$ cat config.mk
export PLATFORM = sky130hd
export DESIGN_NAME = ps2_keycode_rx_flat
export DESIGN_NICKNAME = d
export VERILOG_FILES = /design/src/rtl/ps2_keycode_rx_pkg.sv /design/src/rtl/ps2_keycode_rx_if.sv /design/src/rtl/ps2_keycode_rx_clk_filter.sv /design/src/rtl/ps2_keycode_rx.sv /design/src/flat_wrapper.sv
export SDC_FILE = /design/constraint.sdc
export NUM_CORES = 1
export LEC_CHECK = 0
export BUFFER_PORTS_ARGS = -buffer_cell sky130_fd_sc_hd__buf_2
export CAP_MARGIN = 20
export CORE_MARGIN = 5
export CORE_UTILIZATION = 40
export DETAILED_ROUTE_END_ITERATION = 8
export HOLD_SLACK_MARGIN = 0.03
export PLACE_DENSITY = 0.66
export RECOVER_POWER = 50
export SLEW_MARGIN = 10
export SYNTH_ARGS = -nofsm -noshare
export SYNTH_HDL_FRONTEND = slang
export SYNTH_SLANG_ARGS = --single-unit
$ cat constraint.sdc
create_clock -name clk -period 2.2 [get_ports clk]
set_input_delay 0.33 -clock clk [delete_from_list [all_inputs] [get_ports clk]]
set_output_delay 0.33 -clock clk [all_outputs]
set_load 0.05 [all_outputs]
$ cat src/rtl/ps2_keycode_rx_pkg.sv
// Shared types and constants for the PS/2 keycode receiver.
package ps2_pkg;

    typedef enum logic [1:0] {
        IDLE   = 2'd0,
        DATA   = 2'd1,
        PARITY = 2'd2,
        STOP   = 2'd3
    } ps2_state_t;

    localparam logic [7:0] PS2_BREAK = 8'hF0;
    localparam logic [7:0] PS2_EXT   = 8'hE0;

endpackage

$ cat src/rtl/ps2_keycode_rx_if.sv
// Key-event bus from the PS/2 receiver to the keycode-to-notes decoder.
interface ps2_keycode_rx_if;
    logic [15:0] keycode;
    logic        start;
    logic        frame_err;

    modport master (output keycode, output start, output frame_err);
    modport slave  (input  keycode, input  start, input  frame_err);
endinterface

$ cat src/rtl/ps2_keycode_rx_clk_filter.sv
// Synchronizes the raw PS/2 pins, de-glitches the clock line and produces a
// one-cycle pulse on each filtered falling edge plus the synchronized data.
module ps2_clk_filter #(
    parameter int FILTER_LEN = 8
) (
    input  logic clk,
    input  logic reset,
    input  logic ps2_clk,
    input  logic ps2_data,
    output logic fall,
    output logic data
);
    localparam int CW = (FILTER_LEN > 1) ? $clog2(FILTER_LEN) : 1;
    localparam logic [CW-1:0] LOAD = CW'(FILTER_LEN - 1);

    logic [1:0]    clk_sync;
    logic [1:0]    data_sync;
    logic          fclk;
    logic [CW-1:0] cnt;

    // Two-stage synchronizers; idle-high lines reset to 1.
    always_ff @(posedge clk) begin
        if (reset) begin
            clk_sync  <= 2'b11;
            data_sync <= 2'b11;
        end else begin
            clk_sync  <= {clk_sync[0], ps2_clk};
            data_sync <= {data_sync[0], ps2_data};
        end
    end

    // Down-counter: fclk follows only after FILTER_LEN consecutive differing samples.
    always_ff @(posedge clk) begin
        if (reset) begin
            fclk <= 1'b1;
            cnt  <= LOAD;
            fall <= 1'b0;
        end else begin
            fall <= 1'b0;
            if (clk_sync[1] != fclk) begin
                if (cnt == '0) begin
                    fclk <= clk_sync[1];
                    cnt  <= LOAD;
                    fall <= fclk;
                end else begin
                    cnt <= cnt - 1'b1;
                end
            end else begin
                cnt <= LOAD;
            end
        end
    end

    assign data = data_sync[1];

endmodule

$ cat src/rtl/ps2_keycode_rx.sv
// PS/2 keyboard frame receiver producing folded make/break key events.
// Build option: PS2_EXT_FILTER_EN suppresses events that carried an E0 prefix.
//
// state  | meaning
// IDLE   | waiting for a start bit (sampled 0 on a falling edge)
// DATA   | shifting 8 data bits, LSB first
// PARITY | capturing the odd-parity bit
// STOP   | checking the stop bit, then processing the byte
module ps2_keycode_rx
    import ps2_pkg::*;
#(
    parameter int FILTER_LEN  = 8,
    parameter int TIMEOUT_CYC = 200000
) (
    input  logic              clk,
    input  logic              reset,
    input  logic              ps2_clk,
    input  logic              ps2_data,
    ps2_keycode_rx_if.master  ev
);
    localparam int TW = $clog2(TIMEOUT_CYC + 1);

    ps2_state_t    state_q, state_d;
    logic          fall, data_bit;
    logic [7:0]    byte_q;
    logic [2:0]    bit_cnt;
    logic          par_q;
    logic [TW-1:0] tmo_cnt;
    logic          brk, ext;
    logic [15:0]   keycode_q;
    logic          start_q, ferr_q;

    logic tmo_hit, frame_start, shift_en, par_en, byte_done, good, err, emit;

    ps2_clk_filter #(.FILTER_LEN(FILTER_LEN)) u_filter (
        .clk      (clk),
        .reset    (reset),
        .ps2_clk  (ps2_clk),
        .ps2_data (ps2_data),
        .fall     (fall),
        .data     (data_bit)
    );

    // A falling edge in the expiry cycle takes priority over the timeout.
    assign tmo_hit = (state_q != IDLE) && !fall && (tmo_cnt == TW'(TIMEOUT_CYC - 1));

    // State register.
    always_ff @(posedge clk) begin
        if (reset) state_q <= IDLE;
        else       state_q <= state_d;
    end

    // Next-state logic.
    always_comb begin
        state_d = state_q;
        case (state_q)
            IDLE:   if (fall && !data_bit)         state_d = DATA;
            DATA:   if (fall && bit_cnt == 3'd7)   state_d = PARITY;
            PARITY: if (fall)                      state_d = STOP;
            STOP:   if (fall)                      state_d = IDLE;
            default:                               state_d = IDLE;
        endcase
        if (tmo_hit) state_d = IDLE;
    end

    // Per-state datapath strobes and frame verdict.
    always_comb begin
        frame_start = (state_q == IDLE) && fall && !data_bit;
        shift_en    = (state_q == DATA) && fall;
        par_en      = (state_q == PARITY) && fall;
        byte_done   = (state_q == STOP) && fall;
        good        = byte_done && data_bit && (^{byte_q, par_q});
        err         = (byte_done && !(data_bit && (^{byte_q, par_q}))) || tmo_hit;
`ifdef PS2_EXT_FILTER_EN
        emit        = !ext;
`else
        emit        = 1'b1;
`endif
    end

    // Shift register, counters, prefix flags and registered event outputs.
    always_ff @(posedge clk) begin
        if (reset) begin
            byte_q    <= 8'h00;
            bit_cnt   <= 3'd0;
            par_q     <= 1'b0;
            tmo_cnt   <= '0;
            brk       <= 1'b0;
            ext       <= 1'b0;
            keycode_q <= 16'h0000;
            start_q   <= 1'b0;
            ferr_q    <= 1'b0;
        end else begin
            start_q <= 1'b0;
            ferr_q  <= 1'b0;

            if (state_q == IDLE || fall || tmo_hit) tmo_cnt <= '0;
            else                                    tmo_cnt <= tmo_cnt + 1'b1;

            if (frame_start) bit_cnt <= 3'd0;
            if (shift_en) begin
                byte_q  <= {data_bit, byte_q[7:1]};
                bit_cnt <= bit_cnt + 1'b1;
            end
            if (par_en) par_q <= data_bit;

            if (err) begin
                ferr_q <= 1'b1;
                brk    <= 1'b0;
                ext    <= 1'b0;
            end else if (good) begin
                if (byte_q == PS2_BREAK) begin
                    brk <= 1'b1;
                end else if (byte_q == PS2_EXT) begin
                    ext <= 1'b1;
                end else begin
                    brk <= 1'b0;
                    ext <= 1'b0;
                    if (emit) begin
                        keycode_q <= {brk ? PS2_BREAK : 8'h00, byte_q};
                        start_q   <= 1'b1;
                    end
                end
            end
        end
    end

    assign ev.keycode   = keycode_q;
    assign ev.start     = start_q;
    assign ev.frame_err = ferr_q;

endmodule
$ cat src/flat_wrapper.sv
// flat-port wrapper written by rule: the top's interface ports become plain ports
module ps2_keycode_rx_flat import ps2_pkg::*;
#(
    parameter int FILTER_LEN  = 8,
    parameter int TIMEOUT_CYC = 200000
)
  (clk, reset, ps2_clk, ps2_data, ev_keycode, ev_start, ev_frame_err);
  ps2_keycode_rx_if ev_i ();
  input  logic clk;
  input  logic reset;
  input  logic ps2_clk;
  input  logic ps2_data;
  output wire logic [$bits(ev_i.keycode)-1:0] ev_keycode;
  output wire logic [$bits(ev_i.start)-1:0] ev_start;
  output wire logic [$bits(ev_i.frame_err)-1:0] ev_frame_err;
  assign ev_keycode = ev_i.keycode;
  assign ev_start = ev_i.start;
  assign ev_frame_err = ev_i.frame_err;
  ps2_keycode_rx #(.FILTER_LEN(FILTER_LEN), .TIMEOUT_CYC(TIMEOUT_CYC)) u_core (.clk(clk), .reset(reset), .ps2_clk(ps2_clk), .ps2_data(ps2_data), .ev(ev_i));
endmodule
Word-level counts from Yosys, hierarchy flattened --
Index checks and enable logic that the tools add are counted.
Operators by class: add/sub/neg operators 3, $mul 0, divide/modulo/power cells 0, $lt $le $gt $ge 0, equal/unequal tests 13, shift operators 0, multiplexer cells 12, bitwise operators 6, reductions and logical operators 34
Operators with widths (count):
- $add 18x1->18 const B | 1
- $eq 18x18->1 const B | 1
- $eq 8x8->1 const B | 2
- $logic_and 1x1->1 | 13
- $reduce_xor 9->1 | 1
- $mux 2 | 4
- $mux 8 | 1
- $pmux 2 s4 | 1
- $reduce_and 4->1 | 2
- $mux 3 | 2
- $ne 2x1->1 const B | 3
- $not 1->1 | 6
- $reduce_or 2->1 | 3
- $reduce_or 3->1 | 2
- $eq 2x2->1 const B | 2
- $mux 1 | 4
- $ne 2x2->1 const B | 2
- $reduce_and 2->1 | 2
- $reduce_bool 2->1 | 2
- $reduce_or 4->1 | 1
- $add 3x1->3 const B | 1
- $eq 3x3->1 const B | 1
- $logic_not 1->1 | 3
- $logic_not 3->1 | 1
- 5 further kinds | 7
Word-level totals: bits in registers 60, bits in latches 0, bits in writable memories 0, ROM bits 0, input bits 4, output and inout port bits 18, logic and storage cells 82, memories 0

Depth between registers and ports, before layout --
depth after elaboration 7, depth in mapped cells 7, mapped depth without buffers 6

Hierarchy --
A second synthesis with hierarchy kept.
Unflattened totals: cells, all modules 282, area total of the unflattened synthesis 2511.2 um^2
By module, submodules not included:
- ps2_keycode_rx | instances 1, cells an instance 254, area an instance 2182.1 um^2, sequential area each 880.8 um^2
- ps2_clk_filter | instances 1, cells an instance 28, area an instance 329.1 um^2, sequential area each 180.2 um^2

Worst setup path before layout --
Ideal clock, no wire load.
path kind reg-to-reg, start point register u_core.state_q[0], end point register u_core.keycode_q[0], in the netlist u_core.ev.keycode[0], arrival time 1629 ps, required time 2128 ps, slack 499 ps, stages on the path, launching flop included 7, buffers on the path 1, clock period less this slack 1701 ps, cell sequence dfxtp_1 > ha_1 > and2_1 > dlygate4sd1_1 > o2111ai_1 > mux2i_4 > mux2i_1
On the way: cells in the longest elaborated chain, start to end 6, elaborated cells on any way between the ends 11, classes of those cells eq/ne (1); bitwise (1); reduce/logical (9)
Ends and longest elaborated chain:
- start, declared | line ps2_keycode_rx.sv:23 | ps2_state_t state_q, state_d;
- start signal, assigned | line ps2_keycode_rx.sv:50 | else state_q <= state_d;
- $eq 2x2->1 or $reduce_bool 2->1 (tied branches) | line ps2_keycode_rx.sv:71, ps2_keycode_rx.sv:45
- $logic_and 1x1->1, on equally long branches | line ps2_keycode_rx.sv:71, ps2_keycode_rx.sv:45
- $logic_and 1x1->1, on equally long branches | line ps2_keycode_rx.sv:73, ps2_keycode_rx.sv:45
- $logic_or 1x1->1 | line ps2_keycode_rx.sv:73 | err = (byte_done && !(data_bit && (^{byte_q, par_q}))) || tmo_hit;
- $not 1->1 (no source line)
- $reduce_and 4->1 (no source line) *
- end signal, assigned | line ps2_keycode_rx.sv:120 | keycode_q <= {brk ? PS2_BREAK : 8'h00, byte_q};
- end, declared | line ps2_keycode_rx.sv:30 | logic [15:0] keycode_q;
Mark *: on every way between the ends. The rest lies on a longest branch, timed or not. A chain may end at the register's enable or synchronous reset.

Final worst setup path --
start point register u_core.byte_q[4], end point register u_core.keycode_q[1], in the netlist u_core.ev.keycode[1]
On the way: cells in the longest elaborated chain, start to end 7, elaborated cells on any way between the ends 12, classes of those cells eq/ne (2); bitwise (3); reduce/logical (7)
Ends and longest elaborated chain:
- start, declared | line ps2_keycode_rx.sv:25 | logic [7:0] byte_q;
- start signal, assigned | line ps2_keycode_rx.sv:102 | byte_q <= {data_bit, byte_q[7:1]};
- $reduce_xor 9->1 | line ps2_keycode_rx.sv:72, ps2_keycode_rx.sv:73
- $logic_and 1x1->1 | line ps2_keycode_rx.sv:73
- $logic_not 1->1 | line ps2_keycode_rx.sv:73
- $logic_and 1x1->1 | line ps2_keycode_rx.sv:73
- $logic_or 1x1->1 | line ps2_keycode_rx.sv:73
- $not 1->1 (no source line)
- $reduce_and 4->1 (no source line) *
Marked as above.

==> metrics.md <==
| Metric | Value |
|---|---|
| Status | finished, final reports clean |
| PnR worst setup slack | 0.383 ns |
| Seq pwr share | 63.5% |
| Avg WL per Cell | 11.7 um |
| Area growth syn-to-layout | 5.57% |
| FMAX | 550 MHz |
| Period Utilization, post-route | 82.6% |
| Num rows | 28 |
| CTS tree | yes |
| Largest net degree at the start of global routing | 24 |
| Crit end category | register |
| Lkg Pwr | 0.000936 uW |
| Comb power frac | 2.5% |
| Initial core utilization | 41.5% |
| Core Region | 5960 sq um |
| Synthesized area | 2470 sq um |
| Routability Congestion | 0.804 |
| First-pass GRT wire length | 7.33 mm |
| Final Max Tran Viols | 0 |
| Post-synth top area share | 42.9% |
| Antenna Nets Post-Route | 0 |
| Worst-Margin Slew | 0.966 ns |
| Clock Path Buffers | 2 |
| Cell Chain, Critical Path | xor2_1, xnor3_2, mux2i_4, mux2i_1 |
| EDFF count, synth | 0 |
| CTS sink count | 53 |
| Final Hold Viols | 0 |
| Vias post-DR | 1,760 |
| Clk Latency, worst-skew pair | 0.30 ns |
| RSZ-0062 raised after global routing | no |
| Sequential element share of the synthesized area | 42.9% |
| CTS resizes | 0 |
| Num CTS Buffers | 5 |
| Grt total ovfl | 0 |
| Die Span X | 88.6 um |
| Hold Startpoint | ps2_data |
| Synth Instances | 272 |
| Delay-heaviest family, CP | multiplexers |
| Synth area leader | dfxtp_1 |
| Via density | 4.90 |
| GRT Total Usage | 11.8% |
| WS Path Type | register to register |
| Async S/R FF share, synth | 0% |
| Worst Setup SP | u_core.byte_q[4]$_SDFFE_PP0P_ |
| Die area | 7850 sq um |
| Buf+Inv Stages, Crit Path | 0 |
| Die Ht | 88.6 um |
| Maximum VDD drop | 0.000294 V |
| Min Tclk post-route | 1.82 ns |
| Boundary Pins | 22 |
| Total setup buffers inserted after CTS | 0 |
| Worst endpoint required time | 2.43 ns |
| CP max stage delay | 0.48 ns |
| Hold WC Path Type | input port to register |
| Int Pwr | 1200 uW |
| Nets | 296 |
| ANT cells | 0 |
| CP max-delay cell | xnor3_2 |
| # port buffers | 17 |
| CP Max Fanout | 9 |
| Ys Warns | 0 |
| Setup TNS | 0 ns |
| Clock share of power | 34.1% |
| Sw frac | 21.3% |
| Reg-to-Reg Start | u_core.byte_q[4]$_SDFFE_PP0P_ |
| Post-synth top cells | dfxtp_1, nand2_1, nor2_1, a21oi_1, mux2i_1 |
| Yosys reg bits | 53 |
| Psw | 324 uW |
| DP HPWL | 2.89 mm |
| Root buffer cell | clkbuf_8 |
| Max cap viols | 0 |
| Worst-path clk slew | 0.09 ns |
| Synth Flop Type | dfxtp_1 |
| Most frequent cell after synthesis | dfxtp_1 |
| Vias in the first global route | 1,629 |
| Pre-Repair DR Iteration Count | 4 |
| Layout Skew | 0.00598 ns |
| Final setup viols | 0 |
| DRC | 0 |
| H-tree depth | 2 |
| Worst EP arrival | 2.05 ns |
| Power Dens Cells | 582 nW/um^2 |
| DR iter-0 viols | 51 |
| Final wirelength | 4.20 mm |
| Top cells by area, synth | dfxtp_1, nand2_1, mux2i_1 |
| CP Launch Type | register |
| Slew headroom | 35.6% |
| Synth cell types | 46 |
| Avg Cell Area, Syn | 9.09 sq um |
| Dpl ws | 0.391 ns |
| Hold Buf Count CTS | 0 |
| Initial antenna violation count | 0 |
| Share of layout cells above drive strength 1 | 7.39% |
[final timing paths]
path / to / slack, ns / cells past startpoint
setup / recovery: u_core.ev.keycode[1]$_SDFFE_PP0P_ / 0.38 / 4
hold / removal: u_core.u_filter.data_sync[0]$_SDFF_PP1_ / 0.21 / 2
setup reg to reg: u_core.ev.keycode[1]$_SDFFE_PP0P_ / 0.38 / 4
hold reg to reg: u_core.u_filter.cnt[0]$_SDFF_PP1_ / 0.39 / 1
[cell type report]
class	instances	area, sq um
clock buffer	8	80.1
fill	599	3350
inverter	8	30.0
multi-input combinational	196	1260
sequential	53	1060
tap	75	93.8
timing repair buffer	19	81.3
[placed cells by master, fill, tap and decap left out, drive strengths merged, types with 5 or more instances in the layout]
cell type	count
dfxtp	53
nand2	46
clkbuf	23
nor2	22
a21oi	15
mux2i	13
xor2	11
ha	9
inv	8
nand4	8
o21ai	7
nand3	6
or3	6
or2	5
xnor2	5
[routing by layer]
metal  vias up  GRT usage [%]  part of all wire [%]
li1        932              -                     -
met1       804           15.6                    51
met2        20           18.8                    44
met3         4           2.79                   3.5
met4         0           4.53                   1.0
met5         -              0                     0
[sequential cells by signal, summed over array words and instances, names as in the netlist]
name and flops:
u_core.u_filter.data_sync 2, u_core.u_filter.clk_sync 2, u_core.par_q 1, u_core.bit_cnt 3
u_core.byte_q 8, u_core.ev.frame_err 1, u_core.brk 1, u_core.ev.start 1
u_core.u_filter.cnt 3, u_core.u_filter.fall 1, u_core.ev.keycode 9, u_core.u_filter.fclk 1
u_core.state_q 2, u_core.tmo_cnt 18
[power groups by stage]
stage | Combinational (uW) | Clock [uW] | Sequential, uW
floorplan | 39.1 | 0 | 987
global placement | 37.5 | 0 | 988
detailed placement | 37.5 | 0 | 988
CTS | 37.5 | 538 | 965
global route | 40.9 | 581 | 966
finish | 37.3 | 518 | 965
[kinds of logic after synthesis]
| kind of cell | after synthesis | synth area share [%] |
|---|---|---|
| buf+inv | 26 | 6.43 |
| fa+ha+maj | 9 | 4.55 |
| flops | 53 | 42.9 |
| compound gates | 32 | 7.69 |
| other cells | 1 | 0.152 |
| xor+xnor | 19 | 8.81 |
| mux | 14 | 6.22 |
| simple gates | 118 | 23.2 |
[stage by stage]
step	total power (uW)	instances	util, %	hold slack [ns]	cell area, sq um
after global routing	1590	359	43.8	0.200	2610
final	1520	359	43.8	0.212	2610
after detailed placement	1030	351	42.8	0.370	2550
after floorplan	1030	275	-	0.358	2480
after global placement	1030	351	42.8	0.368	2550
after CTS	1540	359	44.1	0.200	2630
No activity file was read; power rests on OpenSTA's default activity.
